## config.mk

```make
export PLATFORM = sky130hd
export DESIGN_NAME = rej_uniform_sampler
export DESIGN_NICKNAME = d
export VERILOG_FILES = /design/src/rtl/rej_uniform_sampler.sv
export SDC_FILE = /design/constraint.sdc
export NUM_CORES = 2
export LEC_CHECK = 0
export BUFFER_PORTS_ARGS = -buffer_cell sky130_fd_sc_hd__buf_2
export CAP_MARGIN = 20
export CELL_PAD_IN_SITES_DETAIL_PLACEMENT = 0
export CELL_PAD_IN_SITES_GLOBAL_PLACEMENT = 1
export CORE_AREA = 4 4 630 632
export CTS_BUF_LIST = sky130_fd_sc_hd__clkbuf_8
export DETAILED_ROUTE_END_ITERATION = 12
export DIE_AREA = 0 0 634 636
export GPL_TIMING_DRIVEN = 0
export MAX_ROUTING_LAYER = met4
export PLACE_DENSITY = 0.42
export SETUP_SLACK_MARGIN = 0.4
export SLEW_MARGIN = 10
export SYNTH_ARGS = -nofsm -noshare
export SYNTH_HDL_FRONTEND = slang
export SYNTH_SLANG_ARGS = --single-unit
```

## constraint.sdc

```tcl
create_clock -name clk -period 53.9 [get_ports clk]
set_clock_uncertainty 0.05 [all_clocks]
set_input_delay 10.78 -clock clk [delete_from_list [all_inputs] [get_ports clk]]
set_output_delay 10.78 -clock clk [all_outputs]
set_load 0.02 [all_outputs]
```

## src/rtl/rej_uniform_sampler.sv

```systemverilog
`default_nettype none
// ============================================================================
// Module   : rej_uniform_sampler
// Purpose  : Rejection sampler for Kyber matrix generation (SampleNTT/Parse).
//            Consumes SHAKE128 squeeze blocks and emits N coefficients that
//            are uniform in [0, Q-1]. A further block is requested whenever
//            one block runs out before N coefficients have been accepted.
// Ports    : clk, rst          - clock, synchronous active-high reset
//            enable            - start pulse, honoured only while idle
//            state_in          - 1600-bit Keccak state, byte i = [8i+7:8i]
//            state_valid       - state_in holds a fresh block (waiting only)
//            state_req         - one-cycle pulse, next block needed
//            coeff_out/idx     - accepted coefficient and its index
//            coeff_valid       - coefficient strobe (no backpressure)
//            busy              - high in every state except idle
//            done              - one-cycle pulse with the last coefficient
// Revision : 1.0 - initial release
// ============================================================================
module rej_uniform_sampler #(
    parameter int RATE_BYTES = 168,
    parameter int Q          = 3329,
    parameter int N          = 256
) (
    input  logic          clk,
    input  logic          rst,
    input  logic          enable,
    input  logic [1599:0] state_in,
    input  logic          state_valid,
    output logic          state_req,
    output logic [11:0]   coeff_out,
    output logic [7:0]    coeff_idx,
    output logic          coeff_valid,
    output logic          busy,
    output logic          done
);

    localparam int                  c_RATE_BITS = 8 * RATE_BYTES;
    localparam int                  c_NCAND     = 2 * RATE_BYTES / 3;
    localparam int                  c_CAND_W    = $clog2(c_NCAND);
    localparam logic [c_CAND_W-1:0] c_LAST_CAND = c_CAND_W'(c_NCAND - 1);
    localparam logic [11:0]         c_Q         = 12'(Q);
    localparam logic [7:0]          c_LAST_IDX  = 8'(N - 1);

    localparam logic [1:0] S_IDLE     = 2'd0;
    localparam logic [1:0] S_WAIT_BLK = 2'd1;
    localparam logic [1:0] S_SAMPLE   = 2'd2;

    logic [1:0]             r_state;
    logic [1:0]             w_next_state;
    logic [c_RATE_BITS-1:0] r_buf;
    logic [c_CAND_W-1:0]    r_cand;
    logic [7:0]             r_count;
    logic                   r_state_req;
    logic                   r_coeff_valid;
    logic                   r_done;
    logic [11:0]            r_coeff_out;
    logic [7:0]             r_coeff_idx;

    logic [11:0] w_d;
    logic        w_sampling;
    logic        w_accept;
    logic        w_final;
    logic        w_last_cand;
    logic        w_start;
    logic        w_load;
    logic        w_req;

    // Only the rate portion of the Keccak state is ever consumed.
    generate
        if (c_RATE_BITS < 1600) begin : g_unused_state
            logic w_unused_state;
            assign w_unused_state = ^state_in[1599:c_RATE_BITS];
        end
    endgenerate

    // The buffer is shifted down one triple after every odd candidate, so the
    // current triple always sits in the low 24 bits and no wide mux is needed.
    assign w_d         = r_cand[0] ? {r_buf[23:16], r_buf[15:12]}
                                   : {r_buf[11:8],  r_buf[7:0]};
    assign w_sampling  = (r_state == S_SAMPLE);
    assign w_accept    = w_sampling && (w_d < c_Q);
    assign w_final     = w_accept && (r_count == c_LAST_IDX);
    assign w_last_cand = (r_cand == c_LAST_CAND);
    assign w_start     = (r_state == S_IDLE) && enable;
    assign w_load      = (r_state == S_WAIT_BLK) && state_valid;
    // Finishing on the very last candidate of a block must not ask for more.
    assign w_req       = w_start || (w_sampling && w_last_cand && !w_final);

    always_ff @(posedge clk) begin
        if (rst) begin
            r_state <= S_IDLE;
        end else begin
            r_state <= w_next_state;
        end
    end

    always_comb begin
        w_next_state = r_state;
        case (r_state)
            S_IDLE: begin
                if (enable) begin
                    w_next_state = S_WAIT_BLK;
                end
            end
            S_WAIT_BLK: begin
                if (state_valid) begin
                    w_next_state = S_SAMPLE;
                end
            end
            S_SAMPLE: begin
                if (w_final) begin
                    w_next_state = S_IDLE;
                end else if (w_last_cand) begin
                    w_next_state = S_WAIT_BLK;
                end
            end
            default: begin
                w_next_state = S_IDLE;
            end
        endcase
    end

    always_ff @(posedge clk) begin
        if (rst) begin
            r_state_req   <= 1'b0;
            r_coeff_valid <= 1'b0;
            r_done        <= 1'b0;
            r_coeff_out   <= 12'd0;
            r_coeff_idx   <= 8'd0;
            r_count       <= 8'd0;
            r_cand        <= '0;
        end else begin
            r_state_req   <= w_req;
            r_coeff_valid <= w_accept;
            r_done        <= w_final;
            if (w_start) begin
                r_count <= 8'd0;
            end else if (w_accept) begin
                r_count <= r_count + 8'd1;
            end
            // coeff_out/coeff_idx hold their values between accepted samples.
            if (w_accept) begin
                r_coeff_out <= w_d;
                r_coeff_idx <= r_count;
            end
            if (w_load) begin
                r_cand <= '0;
            end else if (w_sampling) begin
                r_cand <= r_cand + 1'b1;
            end
        end
    end

    // Block buffer contents are irrelevant outside a block, so it is not reset.
    always_ff @(posedge clk) begin
        if (w_load) begin
            r_buf <= state_in[c_RATE_BITS-1:0];
        end else if (w_sampling && r_cand[0]) begin
            r_buf <= r_buf >> 24;
        end
    end

    assign state_req   = r_state_req;
    assign coeff_out   = r_coeff_out;
    assign coeff_idx   = r_coeff_idx;
    assign coeff_valid = r_coeff_valid;
    assign done        = r_done;
    assign busy        = (r_state != S_IDLE);

endmodule
`default_nettype wire

```

==> metrics <==
drt pass-1 iters 5; Yosys reg bits 1384; CTS Buf Count 289; Pleak 0.0340 µW; clk slew on worst S/H paths 0.06 ns; Post-synth ARST share 0%; share of cells above drive strength 1 25.2%; endpoints failing hold 0; Seq pwr share 49.2%; status finished, final reports clean; drc violations 0; synthesis-to-finish area growth 33.6%; Row Count 230; distinct cell type count after synthesis 39; Worst-Skew Late Latency 0.97 ns; GRT overflow 0; met1 WL 123000 µm; Place WS 37.51 ns; chip height 636 µm; largest stage delay on the critical path 0.84 ns; Mapped Area 58600 µm²; H-tree depth 5; share of the synthesized area in the top cell type 68.9%; Final ANT Viol Nets 0; post-synthesis sequential area ratio 70.2%; Synth area leaders edfxtp_1, nand2_1, buf_2; number of hold buffers added after cts 0; endpoint class of the critical path flip-flop; met2 wire len 151000 µm; Mapped Cells 5842; Starting Density 15.0%; TritonCTS Sinks 1384; fin cells 13109; # IOs 1628; setup bufs post-CTS 0; clk buf depth 4; Comb power frac 9.7%; placed insts 12462; Hold Path Class reg2reg; VDD IR-drop max 0.0145 mV; largest net degree at the start of global routing 58; met3 routed WL 20900 µm; RSZ-0062 raised after global routing false; count leader, synth nand2_1; NetSw 701 µW; Final setup violation count 0; min Tclk post-route 15.27 ns; fillers 44019; Slew @ Worst Pin 1.01 ns; crit path max-delay cell type buf_2; Routed WL 306000 µm; first-pass GRT wire length 407000 µm; Sw Share 27.5%; Power Total 2550 µW; Clock Tree Root clkbuf_8; EDFF count, synth 1344; Post-Syn Area per Cell 10.0 µm²; Resized cells post-CTS 0; Slew HR 32.9%; area occupied by multi-input gates 16000 µm²; Peak Freq 65.5 MHz; worst-path fanout max 57; cells along the critical path clkbuf_1 -> buf_6 -> nand2_2 -> buf_2 -> buf_2 -> buf_2 -> nand2_4 -> buf_16 -> buf_16 -> buf_16 -> buf_16 -> buf_16 -> buf_16; Pwr Density 32.6 nW/µm²; cell mode on critical path buf_16; Reg area 41200 µm²; DIE AREA 403000 µm²; WP buf/inv 11; worst path required time 54.46 ns; Core Box Area 391000 µm²; DR vias/cell 3.70; Placer Congestion 0.886; I/O Buffers 1370; number of max-cap violations 0; Routed WL per cell 23.3 µm; Layout Nets 9139; setup TNS 0 ns; area leader, netlist edfxtp_1; vias 48443; total track usage 15.0%; clock share of power 41.0%; Max Slew Vio Count 0; Final period util 28.3%; Post-synth top flop edfxtp_1; Int Power 1850 µW; DR iter-0 viols 3307; crit-path leading delay family buffers and inverters; Post-Syn Nets 7448; die width 634 µm; Max Used Layer met4; final worst slack 38.63 ns; WS Path Type in2reg; Synthesis Warnings 0; post-DP HPWL 252000 µm; initial antenna violation count 443; synth cell count leaders nand2_1, edfxtp_1, buf_2, clkbuf_1, dfxtp_1; worst path arrival time 15.84 ns; TritonCTS clock tree done; vias in the first global route 50190; CP Launch Type primary input
==> worst paths after layout <==
check                     startpoint                    end  slack [ns]  cells after the start
max                      state_valid   r_buf[772]$_DFFE_PP_       38.63                     13
min            r_buf[1179]$_DFFE_PP_  r_buf[1155]$_DFFE_PP_        0.41                      2
max reg2reg  r_state[0]$_SDFFE_PP0P_   r_buf[772]$_DFFE_PP_       47.99                     13
min reg2reg    r_buf[1179]$_DFFE_PP_  r_buf[1155]$_DFFE_PP_        0.41                      2
==> cell usage in the layout (no fill, tap or decap), types with 3 or more instances in the layout <==
cell        synthesis  routed
a211oi_1           13      13
a21oi_1            29      29
and2_1              3       3
and3_1             26      26
buf_1               4       4
buf_16              0      27
buf_2             194    1564
buf_4               3       3
bufinv_16           0       3
clkbuf_1          113     111
clkbuf_8            0     294
clkinv_1            0      69
clkinv_2            0      26
clkinv_8            0       5
clkinvlp_4          0       7
dfxtp_1            40      40
diode_2             0     145
edfxtp_1         1344    1344
inv_1               4      90
inv_12              0       3
inv_6               0       5
inv_8               0       4
mux2i_1            13      13
nand2_1          3969    3967
nand2b_1            3       3
nand3_1            15      15
nand4_1             5       5
nor2_1             14      14
nor4_1              4       4
o21ai_0            11      11
o31ai_1             5       5
or3_1               3       3
or4_1               3       3
xnor2_1             3       3
xor2_1              3       3
==> registers in the layout (all words and copies together) (netlist names) <==
register / cells
coeff_valid: 1
r_state: 2
r_buf: 1344
done: 1
coeff_out: 12
r_count: 8
r_cand: 7
coeff_idx: 8
state_req: 1
==> cells by family (layout without fill, tap and decap cells) <==
group | count (synthesis) | count (layout) | synth area share, %
XOR/XNOR | 6 | 6 | 0.0897
buffers and inverters | 319 | 2221 | 2.49
flip-flops | 1384 | 1384 | 70.2
AO/OA/AOI/OAI | 64 | 64 | 0.660
adder cells (fa/ha/maj) | 2 | 2 | 0.0427
AND/OR/NAND/NOR | 4054 | 4054 | 26.3
other | 0 | 145 | 0
multiplexers | 13 | 13 | 0.222
==> per-layer routing <==
layer  global-route usage, %  vias to the layer above
met5                       -                        -
met2                    25.9                     2024
li1                        -                    22625
met3                    3.71                      888
met1                    17.2                    22906
met4                    3.94                        0
==> worst register-to-register path, cell delays in order (launching register included) <==
cell and delay, ns:
dfxtp_1 0.37, nor2b_1 0.14, buf_2 0.48, nand2_2 0.60, buf_2 0.66, buf_2 0.44
buf_2 0.37, nand2_4 0.32, buf_16 0.34, buf_16 0.34, buf_16 0.36, buf_16 0.39
buf_16 0.32, buf_16 0.33
==> metrics by stage <==
step	hold slack (ns)	instance area [µm²]	utilization, %
after floorplan	0.394	58600	-
after global placement	0.419	72000	18.4
after detailed placement	0.416	72800	18.6
after CTS	0.385	77900	19.9
after global routing	0.417	78200	20.0
final	0.413	78300	20.0
==> power by group through the flow <==
stage / sequential (µW) / clock, µW / combinational (µW)
after floorplan: 1350 / 0 / 110
after global placement: 1410 / 0 / 248
after detailed placement: 1280 / 0 / 255
after CTS: 1260 / 1100 / 257
after global routing: 1260 / 1140 / 278
final: 1260 / 1050 / 248
==> area by class of cell <==
class | instances | area share (%)
flip-flops and latches | 1384 | 52.6
multi-input cells | 4139 | 20.4
repair buffers | 1400 | 9.77
well taps | 5220 | 8.34
clock buffers | 294 | 5.17
plain buffers | 315 | 1.85
clock inverters | 208 | 1.37
diodes | 145 | 0.464
inverters | 4 | 0.0192
Note: power is estimated with default switching activity, not from simulation.
